## config.mk

```make
export PLATFORM = sky130hd
export DESIGN_NAME = draw_arbiter_flat
export DESIGN_NICKNAME = d
export VERILOG_FILES = /design/src/rtl/draw_arbiter_if.sv /design/src/rtl/draw_arbiter.sv /design/src/flat_wrapper.sv
export SDC_FILE = /design/constraint.sdc
export NUM_CORES = 1
export LEC_CHECK = 0
export BUFFER_PORTS_ARGS = -buffer_cell sky130_fd_sc_hd__buf_2
export CAP_MARGIN = 20
export CELL_PAD_IN_SITES_DETAIL_PLACEMENT = 1
export CELL_PAD_IN_SITES_GLOBAL_PLACEMENT = 1
export CORE_MARGIN = 2
export CORE_UTILIZATION = 33
export DETAILED_ROUTE_END_ITERATION = 7
export GPL_TIMING_DRIVEN = 0
export PLACE_DENSITY_LB_ADDON = 0.3
export RECOVER_POWER = 50
export REMOVE_ABC_BUFFERS = 1
export SLEW_MARGIN = 20
export SYNTH_ARGS = -nofsm -noshare
export SYNTH_HDL_FRONTEND = slang
export SYNTH_SLANG_ARGS = --single-unit
```

## constraint.sdc

```tcl
create_clock -name clock -period 2.3 [get_ports clock]
set_input_delay 0.23 -clock clock [delete_from_list [all_inputs] [get_ports clock]]
set_output_delay 0.23 -clock clock [all_outputs]
set_load 0.05 [all_outputs]
```

## src/rtl/draw_arbiter_if.sv

```systemverilog
// Bundle of the draw_arbiter control, source-pixel and VGA-stream signals.
// The slave modport is the arbiter's view and the master modport is the environment's view.
interface draw_arbiter_if;
    logic        start;

    logic        bg_draw;
    logic        link_draw;
    logic        enemy_draw;

    logic [8:0]  bg_x;
    logic [8:0]  link_x;
    logic [8:0]  enemy_x;
    logic [7:0]  bg_y;
    logic [7:0]  link_y;
    logic [7:0]  enemy_y;
    logic [5:0]  bg_colour;
    logic [5:0]  link_colour;
    logic [5:0]  enemy_colour;
    logic        bg_write;
    logic        link_write;
    logic        enemy_write;
    logic        bg_done;
    logic        link_done;
    logic        enemy_done;

    logic [8:0]  vga_x;
    logic [7:0]  vga_y;
    logic [5:0]  vga_colour;
    logic        vga_write;

    logic        busy;
    logic        frame_done;
    logic        timeout_err;
    logic [16:0] pixel_count;

    modport slave (
        input  start,
        output bg_draw, link_draw, enemy_draw,
        input  bg_x, link_x, enemy_x,
        input  bg_y, link_y, enemy_y,
        input  bg_colour, link_colour, enemy_colour,
        input  bg_write, link_write, enemy_write,
        input  bg_done, link_done, enemy_done,
        output vga_x, vga_y, vga_colour, vga_write,
        output busy, frame_done, timeout_err, pixel_count
    );

    modport master (
        output start,
        input  bg_draw, link_draw, enemy_draw,
        output bg_x, link_x, enemy_x,
        output bg_y, link_y, enemy_y,
        output bg_colour, link_colour, enemy_colour,
        output bg_write, link_write, enemy_write,
        output bg_done, link_done, enemy_done,
        input  vga_x, vga_y, vga_colour, vga_write,
        input  busy, frame_done, timeout_err, pixel_count
    );
endinterface

```

## src/rtl/draw_arbiter.sv

```systemverilog
// Sequences three pixel sources (background, link, enemy) onto one VGA pixel stream.
// Each phase is bounded by a watchdog, and off-screen pixels are dropped before they reach the VGA.
module draw_arbiter #(
    parameter logic [11:0] TIMEOUT = 12'd2047,
    parameter logic [8:0]  X_MAX   = 9'd319,
    parameter logic [7:0]  Y_MAX   = 8'd239
) (
    input  logic            clock,
    input  logic            resetn,
    draw_arbiter_if.slave   bus
);

    typedef enum logic [2:0] {
        S_IDLE  = 3'd0,
        S_BG    = 3'd1,
        S_GAP1  = 3'd2,
        S_LINK  = 3'd3,
        S_GAP2  = 3'd4,
        S_ENEMY = 3'd5,
        S_DONE  = 3'd6
    } state_t;

    state_t      state_q, state_d;
    logic [11:0] cnt_q, cnt_d;
    logic        timeout_err_q, timeout_err_d;
    logic [16:0] pixel_count_q, pixel_count_d;
    logic [8:0]  vga_x_q, vga_x_d;
    logic [7:0]  vga_y_q, vga_y_d;
    logic [5:0]  vga_colour_q, vga_colour_d;
    logic        vga_write_q, vga_write_d;

    logic        in_phase_s;
    logic        start_frame_s;
    logic        timeout_hit_s;
    logic        pix_ok_s;
    logic [8:0]  src_x_s;
    logic [7:0]  src_y_s;
    logic [5:0]  src_colour_s;
    logic        src_write_s;
    logic        src_done_s;

    // Route the source owning the current phase; other sources are never looked at.
    always_comb begin
        in_phase_s   = 1'b0;
        src_x_s      = 9'd0;
        src_y_s      = 8'd0;
        src_colour_s = 6'd0;
        src_write_s  = 1'b0;
        src_done_s   = 1'b0;
        case (state_q)
            S_BG: begin
                in_phase_s   = 1'b1;
                src_x_s      = bus.bg_x;
                src_y_s      = bus.bg_y;
                src_colour_s = bus.bg_colour;
                src_write_s  = bus.bg_write;
                src_done_s   = bus.bg_done;
            end
            S_LINK: begin
                in_phase_s   = 1'b1;
                src_x_s      = bus.link_x;
                src_y_s      = bus.link_y;
                src_colour_s = bus.link_colour;
                src_write_s  = bus.link_write;
                src_done_s   = bus.link_done;
            end
            S_ENEMY: begin
                in_phase_s   = 1'b1;
                src_x_s      = bus.enemy_x;
                src_y_s      = bus.enemy_y;
                src_colour_s = bus.enemy_colour;
                src_write_s  = bus.enemy_write;
                src_done_s   = bus.enemy_done;
            end
            default: begin
                in_phase_s   = 1'b0;
                src_x_s      = 9'd0;
                src_y_s      = 8'd0;
                src_colour_s = 6'd0;
                src_write_s  = 1'b0;
                src_done_s   = 1'b0;
            end
        endcase
    end

    // Qualify the phase events; done wins over a coincident timeout.
    always_comb begin
        start_frame_s = (state_q == S_IDLE) && bus.start;
        timeout_hit_s = in_phase_s && !src_done_s && ((cnt_q + 12'd1) == TIMEOUT);
        pix_ok_s      = in_phase_s && src_write_s && (src_x_s <= X_MAX) && (src_y_s <= Y_MAX);
    end

    // Next-state logic.
    always_comb begin
        state_d = state_q;
        case (state_q)
            S_IDLE: begin
                if (bus.start) begin
                    state_d = S_BG;
                end else begin
                    state_d = S_IDLE;
                end
            end
            S_BG: begin
                if (src_done_s || timeout_hit_s) begin
                    state_d = S_GAP1;
                end else begin
                    state_d = S_BG;
                end
            end
            S_GAP1:  state_d = S_LINK;
            S_LINK: begin
                if (src_done_s || timeout_hit_s) begin
                    state_d = S_GAP2;
                end else begin
                    state_d = S_LINK;
                end
            end
            S_GAP2:  state_d = S_ENEMY;
            S_ENEMY: begin
                if (src_done_s || timeout_hit_s) begin
                    state_d = S_DONE;
                end else begin
                    state_d = S_ENEMY;
                end
            end
            S_DONE:  state_d = S_IDLE;
            default: state_d = S_IDLE;
        endcase
    end

    // State register.
    always_ff @(posedge clock or negedge resetn) begin
        if (!resetn) begin
            state_q <= S_IDLE;
        end else begin
            state_q <= state_d;
        end
    end

    // Datapath next values: phase counter restarts on any state change, stream holds outside phases.
    always_comb begin
        if (in_phase_s && (state_d == state_q)) begin
            cnt_d = cnt_q + 12'd1;
        end else begin
            cnt_d = 12'd0;
        end

        if (start_frame_s) begin
            timeout_err_d = 1'b0;
        end else if (timeout_hit_s) begin
            timeout_err_d = 1'b1;
        end else begin
            timeout_err_d = timeout_err_q;
        end

        if (start_frame_s) begin
            pixel_count_d = 17'd0;
        end else if (pix_ok_s && (pixel_count_q != 17'h1FFFF)) begin
            pixel_count_d = pixel_count_q + 17'd1;
        end else begin
            pixel_count_d = pixel_count_q;
        end

        if (in_phase_s) begin
            vga_x_d      = src_x_s;
            vga_y_d      = src_y_s;
            vga_colour_d = src_colour_s;
        end else begin
            vga_x_d      = vga_x_q;
            vga_y_d      = vga_y_q;
            vga_colour_d = vga_colour_q;
        end
        vga_write_d = pix_ok_s;
    end

    // Datapath registers.
    always_ff @(posedge clock or negedge resetn) begin
        if (!resetn) begin
            cnt_q         <= 12'd0;
            timeout_err_q <= 1'b0;
            pixel_count_q <= 17'd0;
            vga_x_q       <= 9'd0;
            vga_y_q       <= 8'd0;
            vga_colour_q  <= 6'd0;
            vga_write_q   <= 1'b0;
        end else begin
            cnt_q         <= cnt_d;
            timeout_err_q <= timeout_err_d;
            pixel_count_q <= pixel_count_d;
            vga_x_q       <= vga_x_d;
            vga_y_q       <= vga_y_d;
            vga_colour_q  <= vga_colour_d;
            vga_write_q   <= vga_write_d;
        end
    end

    // Outputs decoded straight from the state register.
    always_comb begin
        bus.bg_draw    = (state_q == S_BG);
        bus.link_draw  = (state_q == S_LINK);
        bus.enemy_draw = (state_q == S_ENEMY);
        bus.busy       = (state_q != S_IDLE);
        bus.frame_done = (state_q == S_DONE);
    end

    assign bus.vga_x       = vga_x_q;
    assign bus.vga_y       = vga_y_q;
    assign bus.vga_colour  = vga_colour_q;
    assign bus.vga_write   = vga_write_q;
    assign bus.timeout_err = timeout_err_q;
    assign bus.pixel_count = pixel_count_q;

endmodule
```

## src/flat_wrapper.sv

```systemverilog
// flat-port wrapper written by rule: the top's interface ports become plain ports
module draw_arbiter_flat 
#(
    parameter logic [11:0] TIMEOUT = 12'd2047,
    parameter logic [8:0]  X_MAX   = 9'd319,
    parameter logic [7:0]  Y_MAX   = 8'd239
)
  (clock, resetn, bus_start, bus_bg_draw, bus_link_draw, bus_enemy_draw, bus_bg_x, bus_link_x, bus_enemy_x, bus_bg_y, bus_link_y, bus_enemy_y, bus_bg_colour, bus_link_colour, bus_enemy_colour, bus_bg_write, bus_link_write, bus_enemy_write, bus_bg_done, bus_link_done, bus_enemy_done, bus_vga_x, bus_vga_y, bus_vga_colour, bus_vga_write, bus_busy, bus_frame_done, bus_timeout_err, bus_pixel_count);
  draw_arbiter_if bus_i ();
  input  logic clock;
  input  logic resetn;
  input wire logic [$bits(bus_i.start)-1:0] bus_start;
  output wire logic [$bits(bus_i.bg_draw)-1:0] bus_bg_draw;
  output wire logic [$bits(bus_i.link_draw)-1:0] bus_link_draw;
  output wire logic [$bits(bus_i.enemy_draw)-1:0] bus_enemy_draw;
  input wire logic [$bits(bus_i.bg_x)-1:0] bus_bg_x;
  input wire logic [$bits(bus_i.link_x)-1:0] bus_link_x;
  input wire logic [$bits(bus_i.enemy_x)-1:0] bus_enemy_x;
  input wire logic [$bits(bus_i.bg_y)-1:0] bus_bg_y;
  input wire logic [$bits(bus_i.link_y)-1:0] bus_link_y;
  input wire logic [$bits(bus_i.enemy_y)-1:0] bus_enemy_y;
  input wire logic [$bits(bus_i.bg_colour)-1:0] bus_bg_colour;
  input wire logic [$bits(bus_i.link_colour)-1:0] bus_link_colour;
  input wire logic [$bits(bus_i.enemy_colour)-1:0] bus_enemy_colour;
  input wire logic [$bits(bus_i.bg_write)-1:0] bus_bg_write;
  input wire logic [$bits(bus_i.link_write)-1:0] bus_link_write;
  input wire logic [$bits(bus_i.enemy_write)-1:0] bus_enemy_write;
  input wire logic [$bits(bus_i.bg_done)-1:0] bus_bg_done;
  input wire logic [$bits(bus_i.link_done)-1:0] bus_link_done;
  input wire logic [$bits(bus_i.enemy_done)-1:0] bus_enemy_done;
  output wire logic [$bits(bus_i.vga_x)-1:0] bus_vga_x;
  output wire logic [$bits(bus_i.vga_y)-1:0] bus_vga_y;
  output wire logic [$bits(bus_i.vga_colour)-1:0] bus_vga_colour;
  output wire logic [$bits(bus_i.vga_write)-1:0] bus_vga_write;
  output wire logic [$bits(bus_i.busy)-1:0] bus_busy;
  output wire logic [$bits(bus_i.frame_done)-1:0] bus_frame_done;
  output wire logic [$bits(bus_i.timeout_err)-1:0] bus_timeout_err;
  output wire logic [$bits(bus_i.pixel_count)-1:0] bus_pixel_count;
  assign bus_i.start = bus_start;
  assign bus_bg_draw = bus_i.bg_draw;
  assign bus_link_draw = bus_i.link_draw;
  assign bus_enemy_draw = bus_i.enemy_draw;
  assign bus_i.bg_x = bus_bg_x;
  assign bus_i.link_x = bus_link_x;
  assign bus_i.enemy_x = bus_enemy_x;
  assign bus_i.bg_y = bus_bg_y;
  assign bus_i.link_y = bus_link_y;
  assign bus_i.enemy_y = bus_enemy_y;
  assign bus_i.bg_colour = bus_bg_colour;
  assign bus_i.link_colour = bus_link_colour;
  assign bus_i.enemy_colour = bus_enemy_colour;
  assign bus_i.bg_write = bus_bg_write;
  assign bus_i.link_write = bus_link_write;
  assign bus_i.enemy_write = bus_enemy_write;
  assign bus_i.bg_done = bus_bg_done;
  assign bus_i.link_done = bus_link_done;
  assign bus_i.enemy_done = bus_enemy_done;
  assign bus_vga_x = bus_i.vga_x;
  assign bus_vga_y = bus_i.vga_y;
  assign bus_vga_colour = bus_i.vga_colour;
  assign bus_vga_write = bus_i.vga_write;
  assign bus_busy = bus_i.busy;
  assign bus_frame_done = bus_i.frame_done;
  assign bus_timeout_err = bus_i.timeout_err;
  assign bus_pixel_count = bus_i.pixel_count;
  draw_arbiter #(.TIMEOUT(TIMEOUT), .X_MAX(X_MAX), .Y_MAX(Y_MAX)) u_core (.clock(clock), .resetn(resetn), .bus(bus_i));
endmodule
```

=== Word level (Yosys, flattened, before mapping) ===
Cells that the tools add are included.

* Word-level logic and storage cells: 52
* Register bits after elaboration: 57

* Reductions and logical operators: 15
* Add/subtract/negate cells: 2
* Order comparisons: 2
* Muxes and demuxes: 16
* Eq/ne operators: 9

{| class="wikitable"
|+ Operators with widths
! kind !! number
|-
| $mux W17 || 2
|-
| $pmux W9 S3 || 1
|-
| $pmux W8 S3 || 1
|-
| $pmux W3 S6 || 1
|-
| $pmux W6 S3 || 1
|-
| $add A17 B1 Y17 const B || 1
|-
| $ne A17 B17 Y1 const B || 1
|-
| $add A12 B1 Y12 const B || 1
|-
| $eq A12 B11 Y1 const B || 1
|-
| $mux W12 || 1
|-
| $eq A3 B3 Y1 const B || 3
|-
| $le A9 B9 Y1 const B || 1
|-
| $le A8 B8 Y1 const B || 1
|-
| $logic_and A1 B1 Y1 || 8
|-
| $eq A3 B2 Y1 const B || 2
|-
| $pmux W1 S3 || 2
|-
| $mux W1 || 4
|-
| $mux W2 || 2
|-
| $reduce_bool A2 Y1 || 2
|-
| $eq A3 B1 Y1 const B || 1
|-
| $eq A3 B3 Y1 || 1
|-
| $logic_not A3 Y1 || 1
|-
| $mux W3 || 1
|-
| $reduce_bool A3 Y1 || 1
|-
| other kinds (3) || 3
|}

=== Depth between registers and ports, before layout ===
* Depth in word-level cells: 11
* Mapped depth: 11
* Mapped depth without buffers: 10

=== Worst setup path after synthesis ===
Ideal clock, no wire load.

* Path kind: flip-flop to flip-flop
* Start: reg u_core.pixel_count_q[0] (netlist: u_core.bus.pixel_count[0])
* End: reg u_core.pixel_count_q[2] (netlist: u_core.bus.pixel_count[2])
* Path buffers: 1
* Slack: -0.192 ns
* Arrival time: 2.408 ns
* Period minus slack after synthesis: 2.492 ns
* Cell stages (with the launch flop): 12
* Cells stage by stage: dfrtp_1 -> ha_1 -> nand3_1 -> nor2_1 -> nand3_1 -> nor3_1 -> ha_1 -> inv_1 -> o41ai_1 -> buf_2 -> or3_1 -> mux2i_1

* Longest elaborated chain between the ends: 3
* Elaborated cells between the ends (all ways): 6
* Classes of those cells: add/sub: 1; eq/ne: 1; mux: 2; reduce/logical: 2

{| class="wikitable"
|+ RTL lines
! item !! line !! source
|-
| start: declaration || draw_arbiter.sv:26 || <nowiki>logic [16:0] pixel_count_q, pixel_count_d;</nowiki>
|-
| start signal: assignment || draw_arbiter.sv:190 || <nowiki>pixel_count_q <= pixel_count_d;</nowiki>
|-
| $add A17 B1 Y17 / $ne A17 B17 Y1 (equally long branches) || draw_arbiter.sv:160, draw_arbiter.sv:159 ||
|-
| $mux W17 / $logic_and A1 B1 Y1 (equally long branches) || draw_arbiter.sv:159 || <nowiki>end else if (pix_ok_s && (pixel_count_q != 17'h1FFFF)) begin</nowiki>
|-
| $mux W17 / $reduce_bool A2 Y1 (equally long branches) || - ||
|}

Several ways; a longest one is shown, not always the timed one. The select of a mux whose other input is x is not followed.
A chain may end at the register's enable or synchronous reset.

=== Final worst setup path ===
* Start: reg u_core.state_q[1]
* End: reg u_core.pixel_count_q[9] (netlist: u_core.bus.pixel_count[9])

* Longest elaborated chain between the ends: 8
* Elaborated cells between the ends (all ways): 18
* Classes of those cells: order compare: 2; eq/ne: 3; mux: 5; reduce/logical: 8

{| class="wikitable"
|+ RTL lines
! item !! line !! source
|-
| start: declaration || draw_arbiter.sv:23 || <nowiki>state_t state_q, state_d;</nowiki>
|-
| start signal: assignment || draw_arbiter.sv:137 || <nowiki>state_q <= state_d;</nowiki>
|-
| branches (longest 8 deep; another with $le A9 B9 Y1) || - ||
|}

Parallel ways; which one is timed is not known.

==> impl_metrics.prom <==
# TYPE chip_impl_metric gauge
chip_impl_metric{name="clock.fmax",unit="MHz"} 434
chip_impl_info{name="cts_tree",value="done"} 1
chip_impl_metric{name="dieWidth",unit="um"} 105
chip_impl_info{name="leading_post_synthesis_cells_by_cell_area",value="sky130_fd_sc_hd__dfrtp_1, sky130_fd_sc_hd__mux2i_1, sky130_fd_sc_hd__nand2_1"} 1
chip_impl_info{name="cts-root-buf",value="sky130_fd_sc_hd__clkbuf_8"} 1
chip_impl_metric{name="max-vdd-ir-drop",unit="V"} 0.000641
chip_impl_metric{name="period_share",unit="%"} 100
chip_impl_metric{name="yosys.cell_types.count",unit=""} 45
chip_impl_metric{name="syn-instance-count",unit=""} 366
chip_impl_metric{name="pwr-share-clk",unit="%"} 17.1
chip_impl_metric{name="antenna_violations_before_repair",unit=""} 0
chip_impl_metric{name="antenna_left",unit=""} 0
chip_impl_metric{name="insertedDiodeCount",unit=""} 0
chip_impl_info{name="timing.hold.worst.class",value="in2reg"} 1
chip_impl_metric{name="worstSkewPairLatency",unit="ns"} 0.34
chip_impl_metric{name="syn_avg_cell_area",unit="um^2"} 9.16
chip_impl_metric{name="report.final.slew_viol_count",unit=""} 0
chip_impl_metric{name="cts-root-to-sink-buffers",unit=""} 2
chip_impl_metric{name="dr_iter_0_viols",unit=""} 118
chip_impl_metric{name="p_per_area",unit="nW/um^2"} 1330
chip_impl_metric{name="pin_count",unit=""} 125
chip_impl_metric{name="place_congestion",unit=""} 0.801
chip_impl_metric{name="tightestPinTransition",unit="ns"} 1.49
chip_impl_metric{name="synth_warnings",unit=""} 0
chip_impl_info{name="crit_path_start_kind",value="flop"} 1
chip_impl_metric{name="synth-compound-area-share",unit="%"} 15.4
chip_impl_metric{name="vias_per_cell",unit=""} 5.16
chip_impl_metric{name="power_leakage",unit="nW"} 2.32
chip_impl_metric{name="dpl.cell_count",unit=""} 602
chip_impl_metric{name="final-instance-count-excl-fill",unit=""} 666
chip_impl_info{name="grt_setup_unrepaired",value="true"} 1
chip_impl_info{name="dominant_combinational_cell_family_by_area_after_synthesis",value="simple AND/OR/NAND/NOR gates"} 1
chip_impl_metric{name="fin_area",unit="um^2"} 4900
chip_impl_metric{name="grt_overflow",unit=""} 0
chip_impl_metric{name="wire_length_of_the_first_global_routing_pass",unit="mm"} 17.8
chip_impl_metric{name="synth.ff_latch_count",unit=""} 57
chip_impl_metric{name="groute.usage.overall",unit="%"} 20.3
chip_impl_info{name="family_with_the_most_delay_on_the_worst_path",value="simple AND/OR/NAND/NOR gates"} 1
chip_impl_info{name="timing.critical_path.mode_cell",value="sky130_fd_sc_hd__buf_4"} 1
chip_impl_metric{name="power.switching_fraction",unit="%"} 47.4
chip_impl_metric{name="clock-skew-final",unit="ns"} 0.0114
chip_impl_metric{name="drt_drc_violations_left",unit=""} 0
chip_impl_metric{name="post_synth_fa_ha_maj_area_fraction",unit="%"} 1.49
chip_impl_metric{name="routed-via-count",unit=""} 3439
chip_impl_info{name="failed_checks",value="negative setup slack"} 1
chip_impl_metric{name="fp.dieH",unit="um"} 105
chip_impl_metric{name="drv.max_cap_violation_count",unit=""} 0
chip_impl_metric{name="post_synth_xor_area_fraction",unit="%"} 2.35
chip_impl_metric{name="syn-cell-area",unit="um^2"} 3350
chip_impl_metric{name="initial_utilization",unit="%"} 34.1
chip_impl_metric{name="cp_slowest_stage_delay",unit="ns"} 0.55
chip_impl_metric{name="grt_pass1_vias",unit=""} 3516
chip_impl_metric{name="final_hold_viol_count",unit=""} 0
chip_impl_metric{name="synth_simple_gate_area_share",unit="%"} 22.6
chip_impl_metric{name="drive_above_1_share",unit="%"} 39.8
chip_impl_metric{name="max-slew-margin-rel",unit="%"} 0.873
chip_impl_info{name="start_to_end_type_of_the_worst_setup_path",value="reg2reg"} 1
chip_impl_info{name="synth.largest_area_cell",value="sky130_fd_sc_hd__dfrtp_1"} 1
chip_impl_metric{name="synth_enable_flop_cells",unit=""} 0
chip_impl_metric{name="finalWorstSetupSlack",unit="ns"} -0.00331
chip_impl_metric{name="comb_power_share",unit="%"} 59.1
chip_impl_metric{name="time_the_final_worst_path_needs_with_i_o_delays_and_setup",unit="ns"} 2.30
chip_impl_metric{name="cts.reportedPaths.clkPinSlew",unit="ns"} 0.08
chip_impl_metric{name="dpl_cell_area",unit="um^2"} 4070
chip_impl_metric{name="cts_inserted_buffers",unit=""} 9
chip_impl_metric{name="critPathBufInv",unit=""} 3
chip_impl_metric{name="grt_max_degree",unit=""} 58
chip_impl_metric{name="buffer_ports.inserted",unit=""} 124
chip_impl_info{name="critical-path-slowest-cell",value="sky130_fd_sc_hd__or4_1"} 1
chip_impl_metric{name="synth_top_area_share",unit="%"} 42.6
chip_impl_metric{name="ys_async_sr_fraction",unit="%"} 100
chip_impl_metric{name="postRouteWirelength",unit="mm"} 11.7
chip_impl_metric{name="power.net_switching",unit="mW"} 3.08
chip_impl_metric{name="count_of_final_setup_violators",unit=""} 1
chip_impl_metric{name="post_drt_wl_per_cell",unit="um"} 17.5
chip_impl_metric{name="die_area",unit="um^2"} 11000
chip_impl_metric{name="area.growth.synth_to_final",unit="%"} 46.1
chip_impl_metric{name="cell_internal_pwr",unit="mW"} 3.42
chip_impl_metric{name="cts.htree.levels",unit=""} 3
chip_impl_metric{name="seq_area_frac_synth",unit="%"} 42.6
chip_impl_info{name="dominantRegCellSynth",value="sky130_fd_sc_hd__dfrtp_1"} 1
chip_impl_metric{name="path_max_fanout",unit=""} 8
chip_impl_metric{name="core_region_area",unit="um^2"} 9820
chip_impl_metric{name="router_iterations_before_antenna_repair",unit=""} 4
chip_impl_metric{name="synth.mux.area_fraction",unit="%"} 10.8
chip_impl_info{name="status",value="complete, but fails checks"} 1
chip_impl_metric{name="power_frac_seq",unit="%"} 23.9
chip_impl_metric{name="core.rowCount",unit=""} 36
chip_impl_info{name="timing.critical_path.cells",value="nor2b_4, buf_4, o2bb2ai_1, nor2_1, o211ai_1, buf_4, buf_4, or4_1, a21oi_2"} 1
chip_impl_metric{name="worst-endpoint-arrival",unit="ns"} 2.57
chip_impl_metric{name="post-layout-total-power",unit="mW"} 6.51
chip_impl_metric{name="finish.net_count",unit=""} 610
chip_impl_info{name="worstSetupEndpointType",value="flop"} 1
chip_impl_metric{name="worst-endpoint-required",unit="ns"} 2.56
chip_impl_metric{name="place.detailed.hpwl",unit="mm"} 6.93
chip_impl_metric{name="numClockSinks",unit=""} 57
-- layout by cell type (no fill, tap or decap), drive strengths merged, types with 2 or more instances in the layout --
master,count
nand2,54
o2bb2ai,2
dfrtp,57
o31ai,8
nor2b,6
buf,151
or4,10
o211ai,2
inv,9
nand2b,5
nor2,24
nor3,5
nand3,22
clkinv,2
nand3b,5
o21ai,26
and4b,2
nor4,5
a22o,18
xnor2,6
clkbuf,33
bufinv,2
and2,4
xor2,3
a21bo,2
mux2i,36
a31oi,2
a21oi,11
ha,4
nor3b,2
nand4,2
and3b,2
-- metrics by stage --
step / setup slack [ns] / utilization (%) / hold slack (ns) / TNS [ns]
2_1_floorplan: -0.909 / - / -0.0656 / -20.64
3_3_place_gp: -1.99 / 40.8 / 0.453 / -58.19
3_5_place_dp: -1.32 / 41.5 / 0.349 / -38.51
4_1_cts: 0.0000140 / 46.3 / 0.201 / 0
5_1_grt: -0.0786 / 49.9 / 0.203 / -0.383
6_report: -0.00331 / 49.9 / 0.203 / -0.00331
-- final timing paths --
check | start | slack, ns | depth (start not counted) | end
hold / removal | bus_link_x[0] | 0.20 | 4 | u_core.bus.vga_x[0]
setup / recovery | u_core.state_q[1] | -0.003 | 9 | u_core.bus.pixel_count[9]
hold reg to reg | u_core.bus.vga_y[5] | 0.48 | 2 | u_core.bus.vga_y[5]
max in group asynchronous | resetn | 0.47 | 2 | u_core.state_q[1]
min in group asynchronous | resetn | 0.76 | 2 | u_core.bus.vga_x[5]
setup reg to reg | u_core.state_q[1] | -0.003 | 9 | u_core.bus.pixel_count[9]
-- flip-flops by register name, summed over array words and instances (netlist names) --
signal                  cells
u_core.bus.pixel_count     17
u_core.bus.timeout_err      1
u_core.cnt_q               12
u_core.state_q              3
u_core.bus.vga_write        1
u_core.bus.vga_y            8
u_core.bus.vga_x            9
u_core.bus.vga_colour       6
-- synth_stat cells, types with 2 or more instances --
cell,count
sky130_fd_sc_hd__inv_1,9
sky130_fd_sc_hd__nor4_1,5
sky130_fd_sc_hd__nand2_1,54
sky130_fd_sc_hd__a22o_1,18
sky130_fd_sc_hd__xor2_1,3
sky130_fd_sc_hd__o211ai_1,2
sky130_fd_sc_hd__and3b_1,2
sky130_fd_sc_hd__and2_1,4
sky130_fd_sc_hd__mux2i_1,36
sky130_fd_sc_hd__buf_2,10
sky130_fd_sc_hd__nand2b_1,5
sky130_fd_sc_hd__a31oi_1,2
sky130_fd_sc_hd__buf_6,2
sky130_fd_sc_hd__xnor2_1,6
sky130_fd_sc_hd__nor3_1,5
sky130_fd_sc_hd__a21oi_1,11
sky130_fd_sc_hd__o31ai_1,8
sky130_fd_sc_hd__o2bb2ai_1,2
sky130_fd_sc_hd__ha_1,4
sky130_fd_sc_hd__nor2b_1,4
sky130_fd_sc_hd__and4b_1,2
sky130_fd_sc_hd__or4_1,9
sky130_fd_sc_hd__nand3_1,22
sky130_fd_sc_hd__dfrtp_1,57
sky130_fd_sc_hd__nor3b_1,2
sky130_fd_sc_hd__clkbuf_1,12
sky130_fd_sc_hd__nor2_1,24
sky130_fd_sc_hd__o21ai_1,2
sky130_fd_sc_hd__o21ai_0,24
sky130_fd_sc_hd__nand3b_1,5
-- worst reg2reg max path, stage by stage, from the launching register on --
cell                        delay [ns]
sky130_fd_sc_hd__dfrtp_4          0.53
sky130_fd_sc_hd__nor2b_4          0.18
sky130_fd_sc_hd__buf_4            0.15
sky130_fd_sc_hd__o2bb2ai_1        0.14
sky130_fd_sc_hd__nor2_1           0.11
sky130_fd_sc_hd__o211ai_1         0.09
sky130_fd_sc_hd__buf_4            0.17
sky130_fd_sc_hd__buf_4            0.16
sky130_fd_sc_hd__or4_1            0.55
sky130_fd_sc_hd__a21oi_2          0.16
-- power by group through the flow --
stage | clock, mW | combinational, mW | sequential (mW)
3_3_place_gp | 0 | 2.63 | 1.78
2_1_floorplan | 0 | 1.13 | 2.53
3_5_place_dp | 0 | 2.83 | 1.68
6_report | 1.11 | 3.84 | 1.55
4_1_cts | 1.12 | 3.33 | 1.57
5_1_grt | 1.17 | 4.08 | 1.59
-- cell families (layout without fill, tap and decap cells) --
kind of cell / Yosys count / in the layout
AND/OR/NAND/NOR: 149 / 150
buffers and inverters: 35 / 200
AO/OA/AOI/OAI: 76 / 77
flip-flops: 57 / 57
multiplexers: 36 / 36
XOR/XNOR: 9 / 9
adder cells (fa/ha/maj): 4 / 4
-- per-layer routing --
layer / track usage (%) / wire, um / up-vias
li1: - / - / 1637
met5: 0 / 0 / -
met3: 4.18 / 418 / 18
met2: 34.2 / 5950 / 72
met1: 25.7 / 5060 / 1712
met4: 7.24 / 237 / 0
-- what timing repair did --
item | 4_1_cts | 5_1_grt
endpoints found under the setup margin | 54 | 28
hold buffers | 1 | 0
setup buffers | 13 | 28
resized for setup | 20 | 32
cloned | 3 | 3
hold endpoints to repair | 48 | 0
pin swaps | 1 | 14
-- area by class of cell --
cell class,count,area [um^2]
inverters,9,36.3
fillers,1198,4920
flip-flops and latches,57,1440
repair buffers,175,1090
well taps,133,166
clock inverters,5,77.6
multi-input cells,276,1930
clock buffers,11,151
Power figures use the tool's default switching activity.
